==> config.mk <==
export PLATFORM = sky130hd
export DESIGN_NAME = bufplay
export DESIGN_NICKNAME = d
export VERILOG_FILES = /design/src/rtl/bufplay_pkg.sv /design/src/rtl/bufplay_skid.sv /design/src/rtl/dpram2.sv /design/src/rtl/bufplay.sv
export SDC_FILE = /design/constraint.sdc
export NUM_CORES = 2
export LEC_CHECK = 0
export BUFFER_PORTS_ARGS = -buffer_cell sky130_fd_sc_hd__buf_4
export CORE_UTILIZATION = 45
export CTS_BUF_LIST = sky130_fd_sc_hd__clkbuf_16
export DETAILED_ROUTE_END_ITERATION = 16
export PLACE_DENSITY = 0.59
export SETUP_SLACK_MARGIN = 0.05
export SYNTH_ARGS = -nofsm -noshare
export SYNTH_HDL_FRONTEND = slang
export SYNTH_HIERARCHICAL = 1
export SYNTH_SLANG_ARGS = --single-unit
==> constraint.sdc <==
create_clock -name clk -period 4.94 [get_ports clk]
set_input_delay 0.247 -clock clk [delete_from_list [all_inputs] [get_ports clk]]
set_output_delay 0.247 -clock clk [all_outputs]
set_load 0.03 [all_outputs]
==> src/rtl/bufplay_pkg.sv <==
// Shared types and constants for the playback buffer: FSM states, skid depth,
// RAM read latency and the stream-side address width helper.
package bufplay_pkg;

  typedef enum logic [1:0] {
    IDLE  = 2'd0,
    RUN   = 2'd1,
    DRAIN = 2'd2
  } state_e;

  localparam int unsigned SKID_DEPTH = 4;
  localparam int unsigned RD_LAT     = 2;

  // Read-side address width given host/stream widths and host address width.
  function automatic int unsigned awr(input int unsigned dww, input int unsigned dwr,
                                      input int unsigned aww);
    if (dww > dwr) return aww + $clog2(dww / dwr);
    return aww - $clog2(dwr / dww);
  endfunction

endpackage

==> src/rtl/bufplay_skid.sv <==
// Small synchronous FIFO that absorbs RAM returns and presents the stream head;
// head data is held steady until popped.
module bufplay_skid
  import bufplay_pkg::*;
#(
  parameter int unsigned DW    = 32,
  parameter int unsigned DEPTH = SKID_DEPTH
) (
  input  logic                       clk,
  input  logic                       reset,
  input  logic                       push_i,
  input  logic [DW-1:0]              din_i,
  input  logic                       pop_i,
  output logic [DW-1:0]              dout_o,
  output logic                       valid_o,
  output logic [$clog2(DEPTH+1)-1:0] count_o
);
  localparam int unsigned PW = $clog2(DEPTH);
  localparam int unsigned CW = $clog2(DEPTH + 1);

  logic [DW-1:0] mem_q [DEPTH];
  logic [PW-1:0] wp_q;
  logic [PW-1:0] rp_q;
  logic [CW-1:0] cnt_q;

  always_ff @(posedge clk or posedge reset) begin
    if (reset) begin
      for (int i = 0; i < int'(DEPTH); i++) mem_q[i] <= '0;
      wp_q  <= '0;
      rp_q  <= '0;
      cnt_q <= '0;
    end else begin
      if (push_i) begin
        mem_q[wp_q] <= din_i;
        wp_q        <= wp_q + PW'(1);
      end
      if (pop_i) rp_q <= rp_q + PW'(1);
      cnt_q <= cnt_q + CW'(push_i) - CW'(pop_i);
    end
  end

  assign dout_o  = mem_q[rp_q];
  assign valid_o = (cnt_q != '0);
  assign count_o = cnt_q;

endmodule

==> src/rtl/dpram2.sv <==
// Single-clock simple dual-port RAM with independent write/read widths
// (ratio a power of two), optional input and output registers on the read port.
module dpram2 #(
  parameter int unsigned WW     = 32,
  parameter int unsigned RW     = 32,
  parameter int unsigned WAW    = 8,
  parameter int unsigned RAW    = 8,
  parameter int unsigned BUFIN  = 1,
  parameter int unsigned BUFOUT = 1,
  parameter int unsigned SIM    = 0
) (
  input  logic           clk_i,
  input  logic           we_i,
  input  logic [WAW-1:0] waddr_i,
  input  logic [WW-1:0]  wdata_i,
  input  logic           re_i,
  input  logic [RAW-1:0] raddr_i,
  output logic [RW-1:0]  rdata_o
);
  localparam int unsigned NW  = (WW < RW) ? WW : RW;
  localparam int unsigned WR  = WW / NW;
  localparam int unsigned RR  = RW / NW;
  localparam int unsigned NAW = (WAW > RAW) ? WAW : RAW;

  logic [NW-1:0]  mem [2**NAW];
  logic           re_s;
  logic [RAW-1:0] ra_s;
  logic [RW-1:0]  rd_c;

  // Storage is kept at the narrower width; lower lanes sit at lower addresses.
  always_ff @(posedge clk_i) begin
    if (we_i) begin
      for (int i = 0; i < int'(WR); i++) begin
        mem[NAW'(32'(waddr_i) * WR + 32'(i))] <= wdata_i[i*NW +: NW];
      end
    end
  end

  if (BUFIN != 0) begin : g_bufin
    logic           re_q;
    logic [RAW-1:0] ra_q;
    always_ff @(posedge clk_i) begin
      re_q <= re_i;
      ra_q <= raddr_i;
    end
    assign re_s = re_q;
    assign ra_s = ra_q;
  end else begin : g_nobufin
    assign re_s = re_i;
    assign ra_s = raddr_i;
  end

  always_comb begin
    rd_c = '0;
    for (int j = 0; j < int'(RR); j++) begin
      rd_c[j*NW +: NW] = mem[NAW'(32'(ra_s) * RR + 32'(j))];
    end
  end

  // In simulation builds the output only moves on real reads, which keeps traces readable.
  if (BUFOUT != 0) begin : g_bufout
    logic [RW-1:0] rdata_q;
    always_ff @(posedge clk_i) begin
      if (re_s || (SIM == 0)) rdata_q <= rd_c;
    end
    assign rdata_o = rdata_q;
  end else begin : g_nobufout
    assign rdata_o = rd_c;
  end

endmodule

==> src/rtl/bufplay.sv <==
// Playback buffer: host loads RAM by random-access writes, then start streams
// len words sequentially (optionally looping) on a valid/ready port.
module bufplay
  import bufplay_pkg::*;
#(
  parameter int unsigned DWW = 8,
  parameter int unsigned DWR = 32,
  parameter int unsigned AWW = 8,
  parameter int unsigned SIM = 0
) (
  input  logic                      clk,
  input  logic                      reset,
  input  logic [DWW-1:0]            wdata,
  input  logic [AWW-1:0]            waddr,
  input  logic                      wen,
  input  logic [awr(DWW,DWR,AWW):0] len,
  input  logic                      loop,
  input  logic                      start,
  input  logic                      stop,
  output logic [DWR-1:0]            sdata,
  output logic                      svalid,
  input  logic                      sready,
  output logic                      busy,
  output logic                      done,
  output logic                      wr_err
);
  localparam int unsigned AWR = awr(DWW, DWR, AWW);
  localparam int unsigned LW  = AWR + 1;
  localparam int unsigned CW  = $clog2(SKID_DEPTH + 1);
  localparam int unsigned SW  = CW + 1;

  state_e           state_q, state_d;
  logic [AWR-1:0]   raddr_q, raddr_d;
  logic [LW-1:0]    len_q, len_d;
  logic             loop_q, loop_d;
  logic [CW-1:0]    inflt_q;
  logic [RD_LAT-1:0] rv_q;
  logic             busy_q, done_q, done_d, wr_err_q, wr_err_d;
  logic             wen_q;
  logic [AWW-1:0]   waddr_q;
  logic [DWW-1:0]   wdata_q;

  logic             ren_c;
  logic [AWR-1:0]   rd_addr_c;
  logic [LW-1:0]    len_sat_c;
  logic             credit_c, last_c, push_c, pop_c, drained_c;
  logic [CW-1:0]    fifo_cnt;
  logic [DWR-1:0]   ram_rdata;

  assign len_sat_c = (len[AWR] && (len[AWR-1:0] != '0)) ? {1'b1, {AWR{1'b0}}} : len;
  // Outstanding reads plus buffered words may never exceed the skid capacity.
  assign credit_c  = ({1'b0, inflt_q} + {1'b0, fifo_cnt}) < SW'(SKID_DEPTH);
  assign last_c    = ({1'b0, raddr_q} == (len_q - LW'(1)));
  assign push_c    = rv_q[RD_LAT-1];
  assign pop_c     = svalid & sready;
  assign drained_c = (inflt_q == '0) &&
                     ((fifo_cnt == '0) || ((fifo_cnt == CW'(1)) && pop_c));

  always_ff @(posedge clk or posedge reset) begin
    if (reset) begin
      state_q  <= IDLE;
      raddr_q  <= '0;
      len_q    <= '0;
      loop_q   <= 1'b0;
      inflt_q  <= '0;
      rv_q     <= '0;
      busy_q   <= 1'b0;
      done_q   <= 1'b0;
      wr_err_q <= 1'b0;
      wen_q    <= 1'b0;
      waddr_q  <= '0;
      wdata_q  <= '0;
    end else begin
      state_q  <= state_d;
      raddr_q  <= raddr_d;
      len_q    <= len_d;
      loop_q   <= loop_d;
      inflt_q  <= inflt_q + CW'(ren_c) - CW'(push_c);
      rv_q     <= {rv_q[RD_LAT-2:0], ren_c};
      busy_q   <= (state_d != IDLE);
      done_q   <= done_d;
      wr_err_q <= wr_err_d;
      wen_q    <= wen & ~busy_q;
      waddr_q  <= waddr;
      wdata_q  <= wdata;
    end
  end

  // The first read is issued in the start cycle itself to reach first data at start+3.
  always_comb begin
    state_d   = state_q;
    raddr_d   = raddr_q;
    len_d     = len_q;
    loop_d    = loop_q;
    ren_c     = 1'b0;
    rd_addr_c = raddr_q;
    done_d    = 1'b0;
    wr_err_d  = wr_err_q | (wen & busy_q);
    case (state_q)
      IDLE: begin
        rd_addr_c = '0;
        if (start) begin
          wr_err_d = 1'b0;
          len_d    = len_sat_c;
          loop_d   = loop;
          if (len_sat_c == '0) begin
            done_d = 1'b1;
          end else begin
            ren_c = 1'b1;
            if (len_sat_c == LW'(1)) begin
              raddr_d = '0;
              state_d = loop ? RUN : DRAIN;
            end else begin
              raddr_d = AWR'(1);
              state_d = RUN;
            end
          end
        end
      end
      RUN: begin
        if (stop) begin
          state_d = DRAIN;
        end else if (credit_c) begin
          ren_c = 1'b1;
          if (last_c) begin
            raddr_d = '0;
            if (!loop_q) state_d = DRAIN;
          end else begin
            raddr_d = raddr_q + AWR'(1);
          end
        end
      end
      DRAIN: begin
        if (drained_c) begin
          state_d = IDLE;
          done_d  = 1'b1;
        end
      end
      default: state_d = IDLE;
    endcase
  end

  dpram2 #(
    .WW(DWW), .RW(DWR), .WAW(AWW), .RAW(AWR), .BUFIN(1), .BUFOUT(1), .SIM(SIM)
  ) u_ram (
    .clk_i  (clk),
    .we_i   (wen_q),
    .waddr_i(waddr_q),
    .wdata_i(wdata_q),
    .re_i   (ren_c),
    .raddr_i(rd_addr_c),
    .rdata_o(ram_rdata)
  );

  bufplay_skid #(
    .DW(DWR), .DEPTH(SKID_DEPTH)
  ) u_skid (
    .clk    (clk),
    .reset  (reset),
    .push_i (push_c),
    .din_i  (ram_rdata),
    .pop_i  (pop_c),
    .dout_o (sdata),
    .valid_o(svalid),
    .count_o(fifo_cnt)
  );

  assign busy   = busy_q;
  assign done   = done_q;
  assign wr_err = wr_err_q;

endmodule
==> tab_implementation.tex <==
\begin{tabular}{lr}
\hline
Metric & Value \\
\hline
\multicolumn{2}{l}{\textbf{Power and ir drop}} \\
Worst supply voltage drop on vdd & 0.000413 V \\
Total power per unit cell area & 492 nW/um2 \\
Total leakage power & 31.0 nW \\
Pwr Total & 48.6 mW \\
\multicolumn{2}{l}{\textbf{Placed design}} \\
DP Wirelength & 136 mm \\
Port Buf Inserts & 65 \\
Final estimated routing congestion in global placement & 0.815 \\
Placed instance count & 6659 \\
\multicolumn{2}{l}{\textbf{Detailed routing}} \\
Vias per cell & 5.99 \\
Number of routed nets with antenna violations & 0 \\
Iteration count of the initial detailed-routing pass & 5 \\
Total Wirelength & 222 mm \\
Remaining design rule violation count & 0 \\
Routed via count & 42700 \\
Routed wire length per instance & 31.2 um \\
1st-iter DRT viols & 4844 \\
\multicolumn{2}{l}{\textbf{STA}} \\
Tightest slew margin relative to the limit & 0.106 \\
Worst Max-Slew Pin Slew & 1330 ps \\
Clock skew & 56.2 ps \\
Final hold vios & 0 \\
Summed negative setup slack over all endpoints & 0 ps \\
Final hold slack & 72.9 ps \\
Fin. max-slew vios & 0 \\
Finish-stage setup viols & 0 \\
F\_max & 271 MHz \\
Unrepaired setup endpoints after global routing & false \\
Minimum clock period after layout & 3690 ps \\
Final worst-path cycle share & 0.747 \\
\multicolumn{2}{l}{\textbf{Clocking}} \\
Clock buffer count from CTS & 224 \\
Deepest clock path buffer count & 3 \\
Clock H-tree levels & 4 \\
Clock tree from TritonCTS & built \\
Worst skew pair latency & 890 ps \\
Clock sink count & 2262 \\
Clk root buf & clkbuf\_16 \\
Register clock-pin slew on the reported worst setup and hold paths & 70 ps \\
\multicolumn{2}{l}{\textbf{Synthesis}} \\
Number of enable-type register cells in the synthesized netlist & 2048 \\
Main flop type after synthesis & edfxtp\_1 \\
Number of distinct library cell variants in the gate-level netlist after synthesis & 73 \\
Post-synthesis instance total & 4158 \\
Number of synthesized register bits & 2262 \\
Number of nets in the synthesized netlist & 4202 \\
Netlist area before placement & 87400 um2 \\
Post-Syn Area per Cell & 21.0 um2 \\
Portion of synthesized cell area occupied by the leading cell type & 0.704 \\
Post-synthesis cell type with the largest combined area & edfxtp\_1 \\
Synth area leaders & edfxtp\_1, mux4\_2, dfrtp\_1 \\
Async SR Flop Fraction & 0.0778 \\
Synth Warn \# & 6 \\
Portion of the post-synthesis area used by sequential elements & 0.763 \\
\multicolumn{2}{l}{\textbf{Global routing}} \\
GRT Overall Usage & 0.227 \\
Global-route wire length before repair & 319 mm \\
Total overflow reported by the global router & 0 \\
Number of global-route vias before repair & 43200 \\
Maximum number of pins on one net before global-route repair & 165 \\
Number of antenna violations at the first check in global routing & 8 \\
\multicolumn{2}{l}{\textbf{Floorplanning}} \\
Overall die area & 196000 um2 \\
Die width & 443 um \\
Initial cell density of the core & 0.454 \\
Area of the placeable core & 193000 um2 \\
Vertical die dimension & 443 um \\
Number of primary I/O pins & 66 \\
Row count & 161 \\
\multicolumn{2}{l}{\textbf{Cells and area}} \\
Area used by multi-input combinational logic & 19300 um2 \\
Most common library cell in the layout ignoring fill and taps & edfxtp\_1 \\
Diodes inserted & 0 \\
End-of-flow core utilization & 0.513 \\
Number of inserted filler cells in the final layout & 15100 \\
Seq. cell area & 66700 um2 \\
Final \#Nets & 4443 \\
Area growth from synthesis to final layout & 13.0\% \\
Final non-filler cell total & 7125 \\
Share of cells above drive strength 1 & 0.262 \\
Most used cells in the layout excluding fill and tap cells & edfxtp\_1, mux4\_2, nor2\_1 \\
\multicolumn{2}{l}{\textbf{Setup path}} \\
Crit end category & register \\
Worst-case reg-to-reg path depth & 6 \\
Required time at the worst-slack endpoint & 5740 ps \\
Element type at the critical path start & register \\
Worst Path Arrival & 4490 ps \\
Crit Path Max Fanout & 20 \\
Setup Crit Path Kind & reg2reg \\
\multicolumn{2}{l}{\textbf{Min path}} \\
Number of cells on the worst hold path & 2 \\
Hold Crit Class & in2reg \\
\multicolumn{2}{l}{\textbf{Job}} \\
Total of max-cap violations & 0 \\
\multicolumn{2}{l}{\textbf{Status}} \\
Outcome & completed \\
\hline
\end{tabular}
-- synthesized netlist by cell type, drive strengths merged (2+ instances only) --
library cell / instances
a2111oi: 4
a211o: 2
a211oi: 4
a21o: 2
a21oi: 28
a221oi: 23
a22o: 2
a22oi: 10
a2bb2oi: 10
a31oi: 5
a32o: 6
and2: 9
and3: 8
buf: 147
clkbuf: 90
dfrtp: 176
dfxtp: 38
edfxtp: 2048
fa: 2
ha: 12
inv: 21
mux2: 140
mux2i: 95
mux4: 533
nand2: 99
nand2b: 19
nand3: 23
nand3b: 5
nor2: 300
nor2b: 16
nor3: 21
nor4: 22
o211ai: 2
o21a: 6
o21ai: 42
o221ai: 17
o22a: 11
o22ai: 123
o31ai: 2
or2: 2
or3: 4
or3b: 3
xnor2: 8
xor2: 6
-- final timing paths --
path / slack (ps) / to / start
min: 70 / wdata_q[1]$_DFF_PP0_ / wdata[1]
min reg2reg: 350 / rv_q[1]$_DFF_PP0_ / rv_q[0]$_DFF_PP0_
max: 1250 / u_ram/rdata_o[18]$_DFF_P_ / u_ram/g_bufin.ra_q[4]$_DFF_P_
max in group asynchronous: 3210 / u_skid/mem_q[76]$_DFFE_PP0P_ / reset
max reg2reg: 1250 / u_ram/rdata_o[18]$_DFF_P_ / u_ram/g_bufin.ra_q[4]$_DFF_P_
min in group asynchronous: 210 / inflt_q[0]$_DFF_PP0_ / reset
-- cells by family after synthesis --
group | count (synthesis) | synth area share
AND/OR/NAND/NOR | 535 | 0.0270
buffers and inverters | 259 | 0.0159
XOR/XNOR | 14 | 0.00140
adder cells (fa/ha/maj) | 14 | 0.00218
AO/OA/AOI/OAI | 306 | 0.0239
flip-flops | 2262 | 0.763
multiplexers | 768 | 0.166
-- repair_timing --
item | CTS | global route
hold buffers | 40 | 0
endpoints found under the setup margin | 0 | 0
buffers inserted | 0 | 0
endpoints found under the hold margin | 136 | 0
resized for setup | 0 | 0
-- worst max-delay path, stage by stage, from the launching register on --
cell and delay, ps:
dfxtp_2 800, buf_4 490, nand2b_1 430, buf_4 400, o22ai_1 140, nor4_1 1090, o22a_1 230
-- where the power goes --
group | internal [mW] | switching, mW | total [mW]
Sequential | 21.7 | 1.14 | 22.8
Clock | 9.20 | 7.28 | 16.5
Combinational | 4.55 | 4.75 | 9.30
-- per-layer routing --
layer | GRT usage | routed length [um] | vias up
met5 | 0 | 13 | -
met4 | 0.0617 | 5580 | 2
met3 | 0.0383 | 16000 | 310
met2 | 0.363 | 108000 | 1634
met1 | 0.325 | 93100 | 23100
li1 | - | - | 17700
-- metrics by stage --
stage | instance area [um2] | worst slack (ps)
2_1_floorplan | 87400 | 971
3_3_place_gp | 91200 | 1270
3_5_place_dp | 91200 | 1240
4_1_cts | 98700 | 1220
5_1_grt | 98700 | 1300
6_report | 98700 | 1250
-- sequential cells by signal, summed over array words and instances (netlist names) --
name	flops
done	1
raddr_q	6
len_q	7
u_skid/count_o	3
waddr_q	8
state_q	2
u_skid/wp_q	2
inflt_q	3
u_ram/mem	2048
wen_q	1
wr_err	1
u_ram/rdata_o	32
rv_q	2
loop_q	1
wdata_q	8
u_skid/mem_q	128
u_skid/rp_q	2
busy	1
u_ram/g_bufin.ra_q	6
-- layout make-up --
| type | instances | share of cell area |
|---|---|---|
| clock inverter | 200 | 0.0154 |
| clock buffer | 226 | 0.0573 |
| sequential | 2262 | 0.676 |
| tap | 2526 | 0.0320 |
| multi-input combinational | 1637 | 0.196 |
| timing repair buffer | 252 | 0.0230 |
| inverter | 22 | 0.000887 |
Note: power is estimated with default switching activity, not from simulation.
